===== src/rtl/four2three_rd_ctrl_pkg.sv =====
// ============================================================================
// four2three_rd_ctrl_pkg : shared state encoding and constants for the reader.
// Revision: 1.0
// ============================================================================
`default_nettype none

package four2three_rd_ctrl_pkg;

    typedef enum logic [2:0] {
        ST_IDLE  = 3'd0,
        ST_WAIT  = 3'd1,
        ST_READ  = 3'd2,
        ST_DRAIN = 3'd3,
        ST_DONE  = 3'd4
    } state_t;

    // M_Ready lags the FIFO count by two edges after a row is consumed.
    localparam logic [1:0] C_GUARD_RELOAD = 2'd2;

endpackage

`default_nettype wire


===== src/rtl/four2three_rd_ctrl_skid_buf2.sv =====
// ============================================================================
// skid_buf2 : two-entry skid buffer with bypass, preserving order under stalls.
// Revision: 1.0
// ============================================================================
`default_nettype none

module skid_buf2 #(
    parameter int W = 9
) (
    input  logic         clk,
    input  logic         rst,
    input  logic         in_valid_i,
    input  logic [W-1:0] in_data_i,
    input  logic         out_ready_i,
    output logic         out_valid_o,
    output logic [W-1:0] out_data_o,
    output logic [1:0]   cnt_o,
    output logic [1:0]   cnt_next_o
);

    logic [W-1:0] e0_q, e1_q, e0_d, e1_d;
    logic [1:0]   cnt_q, cnt_d, wr_idx;
    logic         push, pop;

    // An arriving word bypasses storage only when nothing is held and it is taken.
    always_comb begin
        pop    = (cnt_q != 2'd0) && out_ready_i;
        push   = in_valid_i && !((cnt_q == 2'd0) && out_ready_i);
        cnt_d  = cnt_q + {1'b0, push} - {1'b0, pop};
        wr_idx = cnt_q - {1'b0, pop};
        e0_d   = e0_q;
        e1_d   = e1_q;
        if (pop) begin
            e0_d = e1_q;
        end
        if (push) begin
            if (wr_idx == 2'd0) begin
                e0_d = in_data_i;
            end else begin
                e1_d = in_data_i;
            end
        end
    end

    always_ff @(posedge clk or negedge rst) begin
        if (!rst) begin
            e0_q  <= '0;
            e1_q  <= '0;
            cnt_q <= 2'd0;
        end else begin
            e0_q  <= e0_d;
            e1_q  <= e1_d;
            cnt_q <= cnt_d;
        end
    end

    assign out_valid_o = (cnt_q != 2'd0) || in_valid_i;
    assign out_data_o  = (cnt_q != 2'd0) ? e0_q : (in_valid_i ? in_data_i : '0);
    assign cnt_o       = cnt_q;
    assign cnt_next_o  = cnt_d;

endmodule

`default_nettype wire


===== src/rtl/four2three_rd_ctrl.sv =====
// ============================================================================
// four2three_rd_ctrl : reads whole rows from a FIFO and streams them out.
// Revision: 1.0
// ============================================================================
`default_nettype none

module four2three_rd_ctrl
    import four2three_rd_ctrl_pkg::*;
#(
    parameter int WIDTH     = 8,
    parameter int ADDR_BITS = 10
) (
    input  logic                 clk,
    input  logic                 rst,
    input  logic                 start,
    input  logic [ADDR_BITS:0]   col_num,
    input  logic [ADDR_BITS:0]   row_num,
    output logic [ADDR_BITS:0]   M_count,
    input  logic                 M_Ready,
    output logic                 fifo_rd_en,
    input  logic [WIDTH-1:0]     fifo_dout,
    output logic                 Next_Reg,
    output logic [WIDTH-1:0]     dout,
    output logic                 dout_valid,
    input  logic                 dout_ready,
    output logic                 row_last,
    output logic                 frame_done
);

    localparam int CW = ADDR_BITS + 1;

    state_t          state_q;
    logic [CW-1:0]   col_num_q, row_num_q, col_q, row_q;
    logic [1:0]      guard_q;
    logic            inflight_q, rd_last_q, done_q;

    logic [1:0]      skid_cnt, skid_cnt_next;
    logic [WIDTH:0]  skid_out;
    logic            end_of_row, last_row;

    // The read strobe must see this cycle's occupancy, so it is decoded, not registered.
    assign fifo_rd_en = (state_q == ST_READ) &&
                        (({1'b0, skid_cnt} + {2'b00, inflight_q}) < 3'd2);
    assign end_of_row = fifo_rd_en && (col_q == (col_num_q - CW'(1)));
    assign last_row   = (row_q == (row_num_q - CW'(1)));

    always_ff @(posedge clk or negedge rst) begin
        if (!rst) begin
            state_q    <= ST_IDLE;
            col_num_q  <= '0;
            row_num_q  <= '0;
            col_q      <= '0;
            row_q      <= '0;
            guard_q    <= 2'd0;
            inflight_q <= 1'b0;
            rd_last_q  <= 1'b0;
            done_q     <= 1'b0;
        end else begin
            inflight_q <= fifo_rd_en;
            rd_last_q  <= end_of_row;
            done_q     <= (state_q == ST_DONE);
            case (state_q)
                ST_IDLE: begin
                    if (start) begin
                        col_num_q <= col_num;
                        row_num_q <= row_num;
                        col_q     <= '0;
                        row_q     <= '0;
                        guard_q   <= C_GUARD_RELOAD;
                        state_q   <= ((col_num == '0) || (row_num == '0)) ? ST_DONE : ST_WAIT;
                    end
                end
                ST_WAIT: begin
                    if (guard_q != 2'd0) begin
                        guard_q <= guard_q - 2'd1;
                    end else if (M_Ready) begin
                        state_q <= ST_READ;
                    end
                end
                ST_READ: begin
                    if (end_of_row) begin
                        col_q   <= '0;
                        row_q   <= row_q + CW'(1);
                        guard_q <= C_GUARD_RELOAD;
                        state_q <= last_row ? ST_DRAIN : ST_WAIT;
                    end else if (fifo_rd_en) begin
                        col_q <= col_q + CW'(1);
                    end
                end
                ST_DRAIN: begin
                    // No reads are issued here, so the skid's next count covers in-flight data.
                    if (skid_cnt_next == 2'd0) begin
                        state_q <= ST_DONE;
                    end
                end
                ST_DONE: begin
                    state_q <= ST_IDLE;
                end
                default: begin
                    state_q <= ST_IDLE;
                end
            endcase
        end
    end

    skid_buf2 #(
        .W (WIDTH + 1)
    ) u_skid (
        .clk         (clk),
        .rst         (rst),
        .in_valid_i  (inflight_q),
        .in_data_i   ({rd_last_q, fifo_dout}),
        .out_ready_i (dout_ready),
        .out_valid_o (dout_valid),
        .out_data_o  (skid_out),
        .cnt_o       (skid_cnt),
        .cnt_next_o  (skid_cnt_next)
    );

    assign dout       = skid_out[WIDTH-1:0];
    assign row_last   = skid_out[WIDTH];
    assign M_count    = col_num_q;
    assign Next_Reg   = done_q;
    assign frame_done = done_q;

endmodule

`default_nettype wire


===== config.mk =====
export PLATFORM = sky130hd
export DESIGN_NAME = four2three_rd_ctrl
export DESIGN_NICKNAME = d
export VERILOG_FILES = /design/src/rtl/four2three_rd_ctrl_pkg.sv /design/src/rtl/four2three_rd_ctrl_skid_buf2.sv /design/src/rtl/four2three_rd_ctrl.sv
export SDC_FILE = /design/constraint.sdc
export NUM_CORES = 1
export LEC_CHECK = 0
export ABC_CLOCK_PERIOD_IN_PS = 3900
export BUFFER_PORTS_ARGS = -buffer_cell sky130_fd_sc_hd__buf_2
export CAP_MARGIN = 15
export CORE_ASPECT_RATIO = 2
export CORE_MARGIN = 2
export CORE_UTILIZATION = 40
export CTS_BUF_LIST = sky130_fd_sc_hd__clkbuf_16
export CTS_CLUSTER_SIZE = 12
export DETAILED_ROUTE_END_ITERATION = 16
export MAX_ROUTING_LAYER = met4
export PLACE_DENSITY = 0.69
export SYNTH_ARGS = -nofsm -noshare
export SYNTH_HDL_FRONTEND = slang
export SYNTH_SLANG_ARGS = --single-unit
export TNS_END_PERCENT = 30

===== constraint.sdc =====
create_clock -name clk -period 3.9 [get_ports clk]
set_input_delay 0.78 -clock clk [delete_from_list [all_inputs] [get_ports clk]]
set_output_delay 0.78 -clock clk [all_outputs]
set_load 0.01 [all_outputs]

==> impl_metrics.toml, run 1 <==
[setup_path]
crit_slowest_cell = "or4_4"
critPathMaxStageDelay_ps = 560
critPathMaxFanout = 15
crit_arrival_ps = 3530
start_kind = "flop"
critPathCaptureType = "flop"
worst-setup-path-type = "reg -> reg"
worstPathRequired_ps = 4160
critical_path.cell_chain = "or4_4 -> or3_4 -> a2111oi_4 -> o211ai_1 -> or3_1 -> or4_1 -> a21oi_1"

[sta]
worstMarginPinSlew_ps = 1002
finalSetupViolCount = 0
hold_viol_final = 0
skew_ps = 4.289
fmax_ghz = 0.3053
rsz0062_at_grt = "no"
finalSetupTns_ps = 0
slew_headroom_pct = 33.06
post-route-min-period_ps = 3275
slew_viol_final = 0
fin_crit_sh_pct = 83.97

[power_and_ir_drop]
powerDensity_mw_per_mm2 = 759.9
peakVddDrop_v = 0.0004257
p_leak_uw = 0.002312

[yosys]
ys_types = 55
synth_edf_count = 0
syn_area_per_cell_um2 = 8.836
netlist_instances = 468
synth_ff_type = "dfrtp_1"
ys_seq_elements = 72
synth_area_mm2 = 0.004135
synth.net_count = 510
async_reset_ff_share_pct = 100.0
ys_warn_count = 0
seq_area_frac_synth_pct = 43.57

[route]
vias = 3596
routedWlPerCell_um = 15.98
drtIter0Drc = 234
drt_wl_total_um = 10610
route.detailed.drc = 0
drtPass1Iterations = 4
vias_per_cell = 5.416
ant_nets = 0

[placed_design]
gp_congestion = 0.9195
place_hpwl_um = 7984
portBuffers = 58
post-place-cells = 648

[clock_tree]
clk_pin_slew_worst_paths_ps = 60
clkSinkCount = 72
cts_resized = 0
cts_hold_buffers = 0
postCtsSetupBuffers = 0
cts_buffer_depth = 2
root_buffer = "clkbuf_16"
htreeDepth = 3
tritoncts = "done"
cts_buffers = 9
insertion_delay_ps = 340

[global_routing]
antenna_found_initial = 0
track_usage_pct = 20.59
first_global_vias = 3558
grt_first_pass_wirelength_um = 16900
grt_max_degree = 47
gr-total-overflow = 0

[floorplan]
ios = 59
dieArea_mm2 = 0.01122
die_h_um = 147.8
die_w_um = 75.90
coreArea_mm2 = 0.01008
num_rows = 52
initial_utilization_pct = 41.00

[finish]
antenna_cells = 0
fillers = 946
instances_no_fill = 664
drive_above_1_share_pct = 19.47
multi_input_comb_area_mm2 = 0.002196
syn_to_final_growth_pct = 17.52
seqCellArea_mm2 = 0.001802
nets = 566

[min_path]
hold_path.class = "in -> async"

[status]
status = "finished, final reports clean"

[job]
maxCapViolCount = 0
-- cell families after synthesis --
family	Yosys count	synth area share, %
flops	72	43.57
fa+ha+maj	7	2.118
compound gates	71	11.56
mux	25	6.354
xor+xnor	33	6.989
simple gates	225	26.08
buf+inv	35	3.328
-- synth_stat cells, drive strengths merged, types with 6 or more instances --
| library cell | n | area [um^2] |
|---|---|---|
| xor2 | 13 | 113.9 |
| nand3 | 24 | 120.1 |
| nand2 | 101 | 379.1 |
| inv | 14 | 52.55 |
| and3 | 8 | 50.05 |
| nor3 | 13 | 65.06 |
| nor3b | 6 | 50.05 |
| nor2 | 30 | 112.6 |
| mux2 | 10 | 112.6 |
| ha | 7 | 87.58 |
| dfrtp | 72 | 1802 |
| mux2i | 15 | 150.1 |
| nor4 | 10 | 62.56 |
| clkbuf | 18 | 68.81 |
| o21ai | 17 | 85.08 |
| a21oi | 19 | 95.09 |
| xnor2 | 20 | 175.2 |
-- cells in the final DEF (no fill, tap or decap), types with 2 or more instances in the layout --
| cell type | synthesis | layout |
|---|---|---|
| nand2_1 | 101 | 101 |
| dfrtp_1 | 72 | 72 |
| buf_2 | 1 | 58 |
| nor2_1 | 30 | 30 |
| nand3_1 | 24 | 24 |
| xnor2_1 | 20 | 20 |
| a21oi_1 | 19 | 19 |
| o21ai_0 | 17 | 17 |
| inv_1 | 14 | 16 |
| mux2i_1 | 15 | 15 |
| xor2_1 | 13 | 13 |
| nor3_1 | 13 | 13 |
| nor4_1 | 10 | 10 |
| mux2_2 | 10 | 10 |
| clkbuf_16 | 0 | 9 |
| and3_1 | 8 | 8 |
| buf_4 | 1 | 8 |
| ha_1 | 7 | 7 |
| nor3b_1 | 5 | 5 |
| o211ai_1 | 5 | 5 |
| nand4_1 | 5 | 5 |
| a22o_1 | 5 | 5 |
| or2_2 | 4 | 4 |
| a31oi_1 | 4 | 4 |
| or3_1 | 4 | 4 |
| o31ai_1 | 4 | 4 |
| nand3b_1 | 3 | 3 |
| nand2b_1 | 3 | 3 |
| or4_1 | 3 | 3 |
| nor2b_1 | 3 | 3 |
| a31o_2 | 3 | 3 |
| clkinvlp_4 | 0 | 3 |
| a21boi_0 | 2 | 2 |
-- per-stage QoR --
step	power (uW)	setup slack (ps)	hold slack, ps	utilization [%]	cell area (um^2)
after floorplan	2395	680.2	465.2	-	4135
after global placement	2837	699.6	487.8	45.31	4569
after detailed placement	2913	655.9	502.0	45.31	4569
after CTS	3724	637.3	468.3	48.19	4860
after global routing	3988	362.6	494.6	48.19	4860
final	3693	625.0	444.7	48.19	4860
-- final timing paths --
| kind | slack, ps | from | cells past startpoint | endpoint |
|---|---|---|---|---|
| max reg2reg | 620 | M_count[1] | 7 | row_q[7] |
| max in group asynchronous | 2420 | rst | 2 | row_num_q[7] |
| min | 440 | rst | 1 | u_skid.e0_q[5] |
| max | 620 | M_count[1] | 7 | row_q[7] |
| min in group clk | 510 | u_skid.e1_q[7] | 1 | u_skid.e1_q[7] |
| min reg2reg | 510 | u_skid.e1_q[7] | 1 | u_skid.e1_q[7] |
-- sequential cells by signal, summed over array words and instances (netlist names) --
signal and flops:
M_count 11, Next_Reg 1, col_q 11, guard_q 2, inflight_q 1, rd_last_q 1
row_num_q 11, row_q 11, state_q 3, u_skid.cnt_o 2, u_skid.e0_q 9, u_skid.e1_q 9
-- critical path, delay by kind of cell (launching register included) --
family	cells	cell delay (ps)
AO/OA/AOI/OAI	3	720
flip-flops	1	410
AND/OR/NAND/NOR	4	2060
-- power breakdown --
part	switching (uW)	internal, uW	total [uW]
clock	308	488	796
sequential	302	1010	1310
combinational	899	690	1590
-- cell type report --
cell class	count	area share [%]
inverters	14	1.081
multi-input cells	361	45.19
clock inverters	7	1.339
clock buffers	9	4.634
well taps	135	3.476
flip-flops and latches	72	37.08
repair buffers	66	7.209
-- layer usage --
layer | track usage [%] | vias up | wire, um
li1 | - | 1748 | -
met1 | 20.71 | 1724 | 3892
met2 | 36.25 | 97 | 5897
met3 | 3.545 | 27 | 395
met4 | 10.44 | 0 | 423
met5 | - | - | 0
(Power assumes the default switching activity.)
==> run 2: changes to the inputs <==
ABC_CLOCK_PERIOD_IN_PS = 3200   (was 3900)
clock period = 3.2 ns   (was 3.9 ns; I/O delays follow)
==> impl_metrics.toml, run 2 (synthesis results as in run 1) <==
[status]
status = "finished, final reports clean"

[route]
drtPass1Iterations = 4
route.detailed.drc = 0
drtIter0Drc = 197
routedWlPerCell_um = 15.74
vias = 3650
ant_nets = 0
drt_wl_total_um = 10610
vias_per_cell = 5.415

[finish]
instances_no_fill = 674
final_area_mm2 = 0.004949
layout_common_cells = "nand2_1, dfrtp_1, buf_2"
fin_util_pct = 49.07
antenna_cells = 0
syn_to_final_growth_pct = 19.67
nets = 576
drive_above_1_share_pct = 21.89
final_common_cell = "nand2_1"

[clock_tree]
insertion_delay_ps = 340
cts_hold_buffers = 0
htreeDepth = 3
root_buffer = "clkbuf_16"
postCtsSetupBuffers = 0
cts_buffer_depth = 2
cts_buffers = 9
clk_pin_slew_worst_paths_ps = 70
clkSinkCount = 72
cts_resized = 0
tritoncts = "done"

[sta]
fin_ws_ps = 143.0
rsz0062_at_grt = "no"
finalSetupTns_ps = 0
post-route-min-period_ps = 3057
fin_crit_sh_pct = 95.53
skew_ps = 11.54
slew_viol_final = 0
finalSetupViolCount = 0
slew_headroom_pct = 38.79
worstMarginPinSlew_ps = 918.1
fmax_ghz = 0.3271
hold_viol_final = 0

[floorplan]
num_rows = 52
dieArea_mm2 = 0.01122
ios = 59
coreArea_mm2 = 0.01008
die_h_um = 147.8
die_w_um = 75.90
initial_utilization_pct = 41.00

[setup_path]
critPathMaxFanout = 10
r2r_start = "M_count[0]"
timing.rr.end = "col_q[5]"
worst-setup-path-type = "reg -> reg"
crit_slowest_cell = "or4_4"
cp_num_buf_inv = 1
crit_arrival_ps = 3280
crit_family = "compound AO/OA/AOI/OAI gates"
critical_path.cell_chain = "or4_4 -> or3_4 -> a2111oi_4 -> o211ai_1 -> o31ai_2 -> buf_4 -> nor2_1 -> a221o_1"
critPathMaxStageDelay_ps = 540
rr_worst_depth = 8
critPathCaptureType = "flop"
rrSetupSlack_ps = 140
start_kind = "flop"
worstPathRequired_ps = 3420

[job]
maxCapViolCount = 0

[global_routing]
grt_first_pass_wirelength_um = 17680
track_usage_pct = 21.39
grt_max_degree = 73
first_global_vias = 3674
gr-total-overflow = 0
antenna_found_initial = 0

[power_and_ir_drop]
p_sw_share_pct = 41.88
p_int_uw = 2661
peakVddDrop_v = 0.0004672
clock_power_share_pct = 20.9
p_leak_uw = 0.002366
powerDensity_mw_per_mm2 = 925.3
sequentialPowerShare_pct = 34.3
power_frac_comb_pct = 44.8
p_sw_uw = 1918

[placed_design]
post-place-cells = 658
place_hpwl_um = 7921
portBuffers = 58
dp_worst_setup_slack_ps = 27.87
gp_congestion = 0.8699
placed_cell_area_mm2 = 0.004646

[min_path]
hold_path.class = "in -> async"
run 2: cell count changes in the layout (fill, tap and decap cells not counted), sizes merged:
cell | previous run | this run
buf | 66 | 76
clkinvlp | 3 | 1
inv | 16 | 18
bufinv | 1 | 0
clkinv | 1 | 2
run 2: final cells by class:
| type | instances | area, um^2 |
|---|---|---|
| Tap cell | 135 | 168.9 |
| Fill cell | 967 | 5136 |
| Clock inverter | 7 | 62.56 |
| Timing Repair Buffer | 76 | 425.4 |
| Inverter | 14 | 52.55 |
| Sequential cell | 72 | 1802 |
| Multi-Input combinational cell | 361 | 2212 |
| Clock buffer | 9 | 225.2 |
run 2: per-stage QoR:
step / hold WS, ps / total power [uW]
floorplan: 344.4 / 2922
global placement: 488.5 / 3520
detailed placement: 494.8 / 3624
CTS: 501.3 / 4610
global route: 511.5 / 4949
finish: 489.4 / 4579
run 2: worst max path at each step:
| stage | startpoint | endpoint | slack, ps | depth (start not counted) |
|---|---|---|---|---|
| 2_1_floorplan | u_skid.cnt_o[0] | state_q[1] | 90 | 13 |
| 3_3_place_gp | M_count[0] | col_q[5] | 110 | 8 |
| 3_5_place_dp | M_count[0] | col_q[5] | 30 | 8 |
| 4_1_cts | M_count[0] | col_q[5] | 8 | 8 |
| 5_1_grt | M_count[0] | row_q[0] | 30 | 7 |
| 6_report | M_count[0] | col_q[5] | 140 | 8 |
run 2: power groups by stage:
stage / clock network, uW / logic (uW) / registers, uW
6_report: 959 / 2050 / 1570
5_1_grt: 1030 / 2300 / 1620
3_3_place_gp: 0 / 1970 / 1550
3_5_place_dp: 0 / 2040 / 1580
2_1_floorplan: 0 / 1440 / 1480
4_1_cts: 985 / 2060 / 1570
run 2: routing by layer:
layer,track usage (%),part of all wire [%],vias to the layer above
met3,3.954,3.4,32
li1,-,-,1769
met5,-,0,-
met4,10.88,3.6,0
met1,23.33,38,1762
met2,35.69,55,87
==> run 3: changes to the inputs <==
CELL_PAD_IN_SITES_DETAIL_PLACEMENT = 1   (was not set)
CELL_PAD_IN_SITES_GLOBAL_PLACEMENT = 1   (was not set)
PLACE_DENSITY = 0.84   (was 0.69)
==> impl_metrics.toml, run 3 (synthesis results as in run 1) <==
[sta]
slew_viol_final = 0
fmax_ghz = 0.3237
fin_crit_sh_pct = 96.55
fin_ws_ps = 110.3
post-route-min-period_ps = 3090
skew_ps = 6.743
hold_viol_final = 0
finalSetupViolCount = 0
slew_headroom_pct = 42.80
worstMarginPinSlew_ps = 850.1

[placed_design]
post-place-cells = 659
dp_worst_setup_slack_ps = -14.79
gp_congestion = 0.9419
portBuffers = 58
place_hpwl_um = 9819

[route]
route.detailed.drc = 0
drt_wl_total_um = 12640
drtIter0Drc = 159
ant_nets = 0
vias_per_cell = 5.590
drtPass1Iterations = 4
routedWlPerCell_um = 18.65
vias = 3790

[power_and_ir_drop]
peakVddDrop_v = 0.0004447
p_leak_uw = 0.002388
sequentialPowerShare_pct = 33.5
clock_power_share_pct = 20.9
p_sw_share_pct = 41.58
p_sw_uw = 1956
power_frac_comb_pct = 45.6
p_int_uw = 2749
powerDensity_mw_per_mm2 = 940.6

[floorplan]
die_h_um = 147.8
die_w_um = 75.90
num_rows = 52
coreArea_mm2 = 0.01008
ios = 59
dieArea_mm2 = 0.01122
initial_utilization_pct = 41.00

[setup_path]
timing.rr.end = "row_q[6]"
critPathMaxFanout = 10
critPathCapture = "row_q[6]"
worst-setup-path-type = "reg -> reg"
r2r_start = "M_count[0]"
critPathCaptureType = "flop"
start_kind = "flop"
rrSetupSlack_ps = 110
crit_arrival_ps = 3350
worstPathRequired_ps = 3460
rr_worst_depth = 8
critPathLaunch = "M_count[0]"

[clock_tree]
insertion_delay_ps = 340
htreeDepth = 3
tritoncts = "done"
clk_pin_slew_worst_paths_ps = 60
root_buffer = "clkbuf_16"
cts_buffer_depth = 2
clkSinkCount = 72
cts_buffers = 9

[global_routing]
track_usage_pct = 24.71
antenna_found_initial = 0
grt_first_pass_wirelength_um = 20130
first_global_vias = 4202
grt_max_degree = 44
gr-total-overflow = 0

[job]
maxCapViolCount = 0

[finish]
layout_common_cells = "nand2_1, dfrtp_1, buf_2"
nets = 580
final_common_cell = "nand2_1"
syn_to_final_growth_pct = 20.97
fillers = 1233
antenna_cells = 0
instances_no_fill = 678
drive_above_1_share_pct = 22.10
fin_util_pct = 49.60

[min_path]
hold_path.class = "in -> async"

[status]
status = "finished, final reports clean"
## run 3: cell count changes in the layout (fill, tap and decap cells not counted), moves of 2 or more
cell,change
inv_6,-3
clkinv_1,+2
buf_4,+3
clkinv_4,-2
clkinvlp_4,+2
## run 3: worst max-delay path, cell delays in order (launching register included)
cell       delay (ps)
dfrtp_1           430
or4_4             550
or3_4             390
a2111oi_4         340
o211ai_1          200
or3_4             390
buf_4             190
or3_1             350
a21oi_1           160
## run 3: layer usage
layer	wire (um)	vias to the layer above	global-route usage, %
met4	969	0	17.72
met2	7090	97	43.62
li1	-	1780	-
met1	4200	1868	21.73
met5	0	-	-
met3	383	45	4.840
## run 3: repair_timing
| action | CTS | global route |
|---|---|---|
| setup buffers | 0 | 3 |
| hold buffers | 0 | 0 |
| gates resized for setup | 1 | 4 |
| pin swaps | 0 | 3 |
| endpoints found under the setup margin | 3 | 15 |
| hold endpoints to repair | 0 | 0 |
## run 3: final cells by class
| cell class | count | area (um^2) | area share [%] |
|---|---|---|---|
| clock buffer | 9 | 225.2 | 4.502 |
| clock inverter | 7 | 63.81 | 1.276 |
| inverter | 14 | 52.55 | 1.051 |
| multi-input combinational | 361 | 2222 | 44.42 |
| sequential | 72 | 1802 | 36.02 |
| tap | 135 | 168.9 | 3.377 |
| timing repair buffer | 80 | 467.9 | 9.355 |
## run 3: worst min-delay path by stage
stage	from	end	slack, ps	depth (start not counted)
finish	rst	Next_Reg	360	1
global route	rst	guard_q[1]	400	1
CTS	rst	guard_q[1]	390	1
detailed placement	u_skid.e1_q[6]	u_skid.e1_q[6]	500	1
global placement	u_skid.e1_q[5]	u_skid.e1_q[5]	490	1
floorplan	rst	M_count[0]	340	0
## run 3: through the flow
| stage | hold WS, ps | setup TNS (ps) | area (um^2) | total power (uW) |
|---|---|---|---|---|
| 6_report | 361.2 | 0 | 5002 | 4705 |
| 2_1_floorplan | 344.4 | 0 | 4136 | 2922 |
| 3_5_place_dp | 498.6 | -14.79 | 4666 | 3705 |
| 5_1_grt | 404.8 | -26.46 | 5002 | 5067 |
| 3_3_place_gp | 487.7 | 0 | 4666 | 3551 |
| 4_1_cts | 387.7 | 0 | 4960 | 4712 |
## run 3: power groups by stage
stage / Combinational, uW / Clock (uW) / Sequential, uW
after floorplan: 1440 / 0 / 1480
final: 2150 / 983 / 1570
after global placement: 1990 / 0 / 1560
after detailed placement: 2110 / 0 / 1590
after global routing: 2400 / 1040 / 1620
after CTS: 2140 / 999 / 1580
